**src/rtl/ov7670_cfg_pkg.sv**
```systemverilog
// Shared types and constants for the OV7670 SCCB power-up configuration block.
package ov7670_cfg_pkg;

  typedef enum logic [2:0] {
    ST_IDLE,
    ST_FETCH,
    ST_START,
    ST_BITS,
    ST_STOP,
    ST_GAP,
    ST_DELAY,
    ST_FINISH
  } cfg_state_e;

  localparam logic [15:0] END_MARK   = 16'hFFFF;
  localparam logic [15:0] DELAY_MARK = 16'hFFF0;

  localparam int SCCB_FRAME_BITS = 27;

  // 3-phase write frame; each phase ends with a don't-care bit sent as released (1).
  function automatic logic [SCCB_FRAME_BITS-1:0] sccb_frame(input logic [7:0] dev,
                                                            input logic [15:0] entry);
    return {dev, 1'b1, entry[15:8], 1'b1, entry[7:0], 1'b1};
  endfunction

endpackage

```
**src/rtl/ov7670_reg_rom.sv**
```systemverilog
// Registered register table: {reg_addr, data} per entry, one cycle from addr to entry.
module ov7670_reg_rom
  import ov7670_cfg_pkg::*;
#(
  parameter int ADDR_W = 8,
  parameter int TABLE  = 0
) (
  input  logic              clk,
  input  logic              rst_n,
  input  logic [ADDR_W-1:0] addr,
  output logic [15:0]       entry
);

  logic [7:0]  a8;
  logic [15:0] entry_d;

  assign a8 = 8'(addr);

  // TABLE 0 is the sensor bring-up table; 1..3 are short tables for bench bring-up.
  always_comb begin
    entry_d = END_MARK;
    case (TABLE)
      1: begin
        case (a8)
          8'd0:    entry_d = 16'h1280;
          default: entry_d = END_MARK;
        endcase
      end
      2: begin
        case (a8)
          8'd0:    entry_d = 16'h1280;
          8'd1:    entry_d = DELAY_MARK;
          8'd2:    entry_d = 16'h1204;
          default: entry_d = END_MARK;
        endcase
      end
      3: entry_d = {8'h20 + a8, ~a8};
      default: begin
        case (a8)
          8'd0:    entry_d = 16'h1280;  // COM7 soft reset
          8'd1:    entry_d = DELAY_MARK;
          8'd2:    entry_d = 16'h1204;  // COM7: RGB output
          8'd3:    entry_d = 16'h1101;  // CLKRC: prescale by 2
          8'd4:    entry_d = 16'h0C00;  // COM3
          8'd5:    entry_d = 16'h3E00;  // COM14
          8'd6:    entry_d = 16'h40D0;  // COM15: RGB565, full range
          8'd7:    entry_d = 16'h3A04;  // TSLB
          8'd8:    entry_d = 16'h8C00;  // RGB444 off
          default: entry_d = END_MARK;
        endcase
      end
    endcase
  end

  always_ff @(posedge clk or negedge rst_n) begin
    if (!rst_n) begin
      entry <= '0;
    end else begin
      entry <= entry_d;
    end
  end

endmodule

```
**src/rtl/ov7670_sccb_config.sv**
```systemverilog
// Walks the register table after a start pulse and writes each entry as an SCCB 3-phase write.
module ov7670_sccb_config
  import ov7670_cfg_pkg::*;
#(
  parameter int         CLK_DIV      = 250,
  parameter logic [7:0] DEV_ADDR     = 8'h42,
  parameter int         DELAY_CYCLES = 1_000_000,
  parameter int         ROM_AW       = 8,
  parameter int         ROM_SEL      = 0
) (
  input  logic              clk100,
  input  logic              reset_n,
  // start is a single-cycle request honoured only in IDLE; there is no ready/ack,
  // busy/done report progress as levels.
  input  logic              start,
  output logic              sioc,
  output logic              siod_oe,
  output logic              busy,
  output logic              done,
  output logic [ROM_AW-1:0] cfg_index,
  output cfg_state_e        dbg_state
);

  localparam int QW = (CLK_DIV > 1) ? $clog2(CLK_DIV) : 1;
  localparam logic [QW-1:0]     Q_LAST   = QW'(CLK_DIV - 1);
  localparam logic [4:0]        LAST_BIT = 5'(SCCB_FRAME_BITS - 1);
  localparam logic [31:0]       DLY_LAST = 32'(DELAY_CYCLES - 1);
  localparam logic [ROM_AW-1:0] IDX_LAST = '1;

  cfg_state_e                 state_q, state_d;
  logic [QW-1:0]              qcnt_q, qcnt_d;
  logic [1:0]                 qtr_q, qtr_d;
  logic [4:0]                 bit_q, bit_d;
  logic [SCCB_FRAME_BITS-1:0] shift_q, shift_d;
  logic [31:0]                dly_q, dly_d;
  logic [ROM_AW-1:0]          idx_q, idx_d;
  logic                       busy_q, busy_d;
  logic                       done_q, done_d;
  logic                       sioc_q, sioc_d;
  logic                       oe_q, oe_d;

  logic [15:0]   rom_entry;
  logic          tick;
  logic [QW-1:0] qcnt_inc;

  // The ROM is addressed with the next index so the entry is already valid in FETCH.
  ov7670_reg_rom #(
    .ADDR_W (ROM_AW),
    .TABLE  (ROM_SEL)
  ) u_rom (
    .clk   (clk100),
    .rst_n (reset_n),
    .addr  (idx_d),
    .entry (rom_entry)
  );

  assign tick     = (qcnt_q == Q_LAST);
  assign qcnt_inc = tick ? '0 : qcnt_q + QW'(1);

  always_comb begin
    state_d = state_q;
    qcnt_d  = '0;
    qtr_d   = qtr_q;
    bit_d   = bit_q;
    shift_d = shift_q;
    dly_d   = '0;
    idx_d   = idx_q;
    busy_d  = busy_q;
    done_d  = done_q;
    sioc_d  = 1'b1;
    oe_d    = 1'b0;
    case (state_q)
      ST_IDLE: begin
        if (start) begin
          state_d = ST_FETCH;
          busy_d  = 1'b1;
          done_d  = 1'b0;
          idx_d   = '0;
        end
      end
      ST_FETCH: begin
        qtr_d = 2'd0;
        bit_d = 5'd0;
        if (rom_entry == END_MARK || idx_q == IDX_LAST) begin
          state_d = ST_FINISH;
        end else if (rom_entry == DELAY_MARK) begin
          state_d = ST_DELAY;
        end else begin
          shift_d = sccb_frame(DEV_ADDR, rom_entry);
          state_d = ST_START;
        end
      end
      ST_START: begin
        qcnt_d = qcnt_inc;
        oe_d   = 1'b1;
        if (tick) begin
          if (qtr_q == 2'd1) begin
            qtr_d   = 2'd0;
            state_d = ST_BITS;
          end else begin
            qtr_d = qtr_q + 2'd1;
          end
        end
      end
      ST_BITS: begin
        qcnt_d = qcnt_inc;
        sioc_d = qtr_q[1];
        // Hold SIOD for the first cycle of q0 so it only moves once SIOC is already low.
        oe_d   = (qtr_q == 2'd0 && qcnt_q == '0) ? oe_q : ~shift_q[SCCB_FRAME_BITS-1];
        if (tick) begin
          qtr_d = qtr_q + 2'd1;
          if (qtr_q == 2'd3) begin
            shift_d = {shift_q[SCCB_FRAME_BITS-2:0], 1'b0};
            if (bit_q == LAST_BIT) begin
              bit_d   = 5'd0;
              state_d = ST_STOP;
            end else begin
              bit_d = bit_q + 5'd1;
            end
          end
        end
      end
      ST_STOP: begin
        qcnt_d = qcnt_inc;
        sioc_d = (qtr_q != 2'd0);
        oe_d   = (qtr_q == 2'd0 && qcnt_q == '0) ? oe_q : ~qtr_q[1];
        if (tick) begin
          qtr_d = qtr_q + 2'd1;
          if (qtr_q == 2'd3) state_d = ST_GAP;
        end
      end
      ST_GAP: begin
        qcnt_d = qcnt_inc;
        if (tick) begin
          qtr_d = qtr_q + 2'd1;
          if (qtr_q == 2'd3) begin
            state_d = ST_FETCH;
            idx_d   = idx_q + ROM_AW'(1);
          end
        end
      end
      ST_DELAY: begin
        dly_d = dly_q + 32'd1;
        if (dly_q == DLY_LAST) begin
          dly_d   = '0;
          state_d = ST_FETCH;
          idx_d   = idx_q + ROM_AW'(1);
        end
      end
      ST_FINISH: begin
        busy_d  = 1'b0;
        done_d  = 1'b1;
        state_d = ST_IDLE;
      end
      default: state_d = ST_IDLE;
    endcase
  end

  // Reset releases both bus lines at once; an interrupted write gets no stop condition.
  always_ff @(posedge clk100 or negedge reset_n) begin
    if (!reset_n) begin
      state_q <= ST_IDLE;
      qcnt_q  <= '0;
      qtr_q   <= '0;
      bit_q   <= '0;
      shift_q <= '0;
      dly_q   <= '0;
      idx_q   <= '0;
      busy_q  <= 1'b0;
      done_q  <= 1'b0;
      sioc_q  <= 1'b1;
      oe_q    <= 1'b0;
    end else begin
      state_q <= state_d;
      qcnt_q  <= qcnt_d;
      qtr_q   <= qtr_d;
      bit_q   <= bit_d;
      shift_q <= shift_d;
      dly_q   <= dly_d;
      idx_q   <= idx_d;
      busy_q  <= busy_d;
      done_q  <= done_d;
      sioc_q  <= sioc_d;
      oe_q    <= oe_d;
    end
  end

  assign sioc      = sioc_q;
  assign siod_oe   = oe_q;
  assign busy      = busy_q;
  assign done      = done_q;
  assign cfg_index = idx_q;
  assign dbg_state = state_q;

endmodule
```
**config.mk**
```make
export PLATFORM = sky130hd
export DESIGN_NAME = ov7670_sccb_config
export DESIGN_NICKNAME = d
export VERILOG_FILES = /design/src/rtl/ov7670_cfg_pkg.sv /design/src/rtl/ov7670_reg_rom.sv /design/src/rtl/ov7670_sccb_config.sv
export SDC_FILE = /design/constraint.sdc
export NUM_CORES = 1
export LEC_CHECK = 0
export ABC_AREA = 1
export BUFFER_PORTS_ARGS = -buffer_cell sky130_fd_sc_hd__buf_2
export CAP_MARGIN = 20
export CORE_MARGIN = 2
export CORE_UTILIZATION = 35
export DETAILED_ROUTE_END_ITERATION = 10
export GPL_TIMING_DRIVEN = 0
export SLEW_MARGIN = 20
export SYNTH_ARGS = -nofsm -noshare
export SYNTH_HDL_FRONTEND = slang
export SYNTH_SLANG_ARGS = --single-unit
```
**constraint.sdc**
```tcl
create_clock -name clk100 -period 2.2 [get_ports clk100]
set_clock_uncertainty 0.05 [all_clocks]
set_input_delay 0.55 -clock clk100 [delete_from_list [all_inputs] [get_ports clk100]]
set_output_delay 0.55 -clock clk100 [all_outputs]
set_load 0.02 [all_outputs]
```
==> impl_metrics.toml <==
[outcome]
status = "complete, but fails checks"
violations = "setup timing"

[synthesis]
synth_edf_count = 0
syn-instance-count = 788
synth_nets = 802
synth-main-ff-cell = "dfrtp_1"
syn_area_um2 = 5780
ys_types = 42
ys.warnings.count = 0
synth_async_sr_flop_share_pct = 100
ys_ff_latch = 102
ys_seq_area_share_pct = 44.2
avgSynthCellArea_um2 = 7.34

[grt]
antenna_found_initial = 0
first_global_vias = 4798
busiest_layer = "met2"
grt_util_all_layers_pct = 16.1
grt.overflow.total = 0
grt_max_degree = 72
met2_usage_pct = 25.2
use_met3_pct = 3.37
grt_pass1_wl_mm = 23.3
grt.met1_usage_pct = 22.6

[die]
start_util_pct = 36.1
fp.coreArea_um2 = 16000
fp-row-count = 46
fp.dieW_um = 133
die_h_um = 133
die_area_um2 = 17600
ios = 18

[sta]
maxSlewViolCount = 0
period_needed_ns = 2.23
finalCritPeriodShare_pct = 101
max_clock_freq_mhz = 449
setup_viol = 4
hold_violations = 0
worst_pin_slew_ns = 0.455
max_slew_margin_pct = 69.5
rsz0062_at_grt = "yes"
setup_ws_ns = -0.0272

[route]
dr.pass1.iters = 4
vias = 5166
drtAntennaViolNets = 0
via_per_inst = 4.83
drt_iter0_markers = 290
post_drt_wl_per_cell_um = 13.0
wl_mm = 13.9
remaining_drc_errors = 0

[placed_design]
place_congestion = 0.888
post-dp-hpwl_mm = 9.72
pre_cts_slack_ns = -0.122
port_buffers = 17

[critical_path]
reg2reg_from = "dly_q[1]"
reg2regPathDepth = 14
critPathArrivalTime_ns = 2.41
crit_chain = "ha_2 > nand2_2 > nor2_4 > nand2_4 > nor2_8 > buf_12 > nand3_4 > nand3_2 > nand2_2 > nor2_4 > nand2_2 > nor2_4 > buf_6 > nand3_2"
end_kind = "flip-flop"
cp-start-kind = "flip-flop"
crit_required_ns = 2.38
critPathKind = "flip-flop to flip-flop"
rrSetupSlack_ns = -0.03
reg2reg_to = "u_rom.entry[10]"
crit_fanout = 5
max_stage_delay_ns = 0.36
crit_slowest_cell = "dfrtp_1"

[job]
cap_violations = 0

[power]
clockPowerShare_pct = 48.5
p_sw_uw = 794
p_sw_share_pct = 21.3
power.leakage_nw = 3.38
peakVddDrop_uv = 446
p_comb_share_pct = 1.2
internal_power_mw = 2.93
seqPwrFrac_pct = 50.3
cellPowerDensity_nw_per_um2 = 525

[final_layout]
diodes = 0
fin_nets = 862
post-route-util_pct = 44.3
syn_to_final_growth_pct = 22.7
drive_gt1_share_pct = 22.7

[clock_tree]
clock_sinks = 102
root_buffer = "clkbuf_16"
clk_latency_ns = 0.36
numCtsBuffers = 9
htree_levels = 3
clk_path_buf_depth = 2
cts_tree = "done"
clk_pin_slew_ns = 0.07

[worst_hold_path]
hold_path.class = "input pin to async pin"
==> cells in the final DEF (no fill, tap or decap), types with 9 or more instances in the layout <==
master	count
dfrtp_1	96
inv_1	81
nand3_2	22
nand4_1	9
nand3_1	46
buf_4	29
o21ai_0	42
ha_1	10
nor3_1	24
a21oi_1	41
buf_2	21
nor2_2	15
inv_2	25
nand2_1	185
nand2_2	16
nor2_1	86
clkbuf_16	9
==> through the flow <==
| step | TNS [ns] | area [µm²] | total power, mW | hold WS (ns) | instances |
|---|---|---|---|---|---|
| finish | -0.0611 | 7100 | 3.73 | 0.0198 | 1069 |
| global route | -1.58 | 7100 | 3.86 | 0.0424 | 1069 |
| CTS | -0.00902 | 6650 | 3.77 | 0.0296 | 1049 |
| detailed placement | -2.86 | 6170 | 1.96 | 0.408 | 1022 |
| global placement | -68.55 | 6140 | 1.95 | 0.405 | 1021 |
| floorplan | 0 | 5780 | 1.91 | 0.204 | 788 |
==> flip-flops by register name, summed over array words and instances (netlist names), 2 cells and up <==
register / flops
qcnt_q: 8
dly_q: 32
u_rom.entry: 13
qtr_q: 2
cfg_index: 8
bit_q: 5
dbg_state: 3
shift_q: 27
==> cell families after synthesis <==
group | after synthesis | share of synthesized area (%)
xor+xnor | 9 | 1.36
buf+inv | 127 | 8.74
fa+ha+maj | 11 | 2.38
flops | 102 | 44.2
compound gates | 107 | 9.91
simple gates | 432 | 33.4
==> layout make-up <==
cell class / instances / area, µm²
fill: 1661 / 8900
buffer: 16 / 105
inverter: 111 / 422
clock buffer: 10 / 239
tap: 216 / 270
clock inverter: 6 / 100
sequential: 102 / 2560
timing repair buffer: 48 / 377
multi-input combinational: 560 / 3020
==> power groups by stage <==
stage	sequential, mW	clock, mW	combinational, mW
6_report	1.87	1.81	0.0450
5_1_grt	1.87	1.93	0.0546
4_1_cts	1.87	1.85	0.0496
3_5_place_dp	1.91	0	0.0492
3_3_place_gp	1.91	0	0.0417
2_1_floorplan	1.91	0	0.000605
==> synthesized netlist by cell type (5+ instances only) <==
| master | count | area [µm²] |
|---|---|---|
| o21ai_1 | 7 | 35.0 |
| nand3_1 | 70 | 350 |
| dfrtp_1 | 101 | 2530 |
| nand2_2 | 5 | 31.3 |
| nor2_1 | 98 | 368 |
| nand2_1 | 198 | 743 |
| nor3_1 | 24 | 120 |
| buf_2 | 10 | 50.1 |
| xor2_1 | 8 | 70.1 |
| a21oi_1 | 44 | 220 |
| inv_2 | 23 | 86.3 |
| nor2_2 | 6 | 37.5 |
| o21ai_0 | 42 | 210 |
| nand4_1 | 9 | 56.3 |
| ha_1 | 11 | 138 |
| inv_1 | 84 | 315 |
==> metal layers <==
metal  up-vias  routed length (µm)
met4         0                 206
met3        22                 489
met5         -                   0
li1       2639                   -
met1      2427                6860
met2        78                6310
==> worst max path at each step <==
stage / from / endpoint / slack [ns]
2_1_floorplan: cfg_index[0] / u_rom.entry[10] / 0.20
3_3_place_gp: reset_n / shift_q[22] / -0.67
3_5_place_dp: qtr_q[1] / shift_q[8] / -0.12
4_1_cts: qcnt_q[1] / u_rom.entry[14] / -0.009
5_1_grt: dly_q[0] / u_rom.entry[8] / -0.15
6_report: dly_q[1] / u_rom.entry[10] / -0.03
==> worst max-delay path: cells and delay by family (launching register included) <==
kind,cells,cell delay [ns]
flip-flops,1,0.36
AND/OR/NAND/NOR,11,1.18
buffers and inverters,2,0.30
adder cells (fa/ha/maj),1,0.20
==> what timing repair did <==
item / CTS / global route
pin swaps: 5 / 27
setup buffers: 10 / 19
setup endpoints to repair: 42 / 64
hold buffers: 0 / 0
resized for setup: 13 / 77
gates cloned: 1 / 1
(Power assumes the default switching activity.)
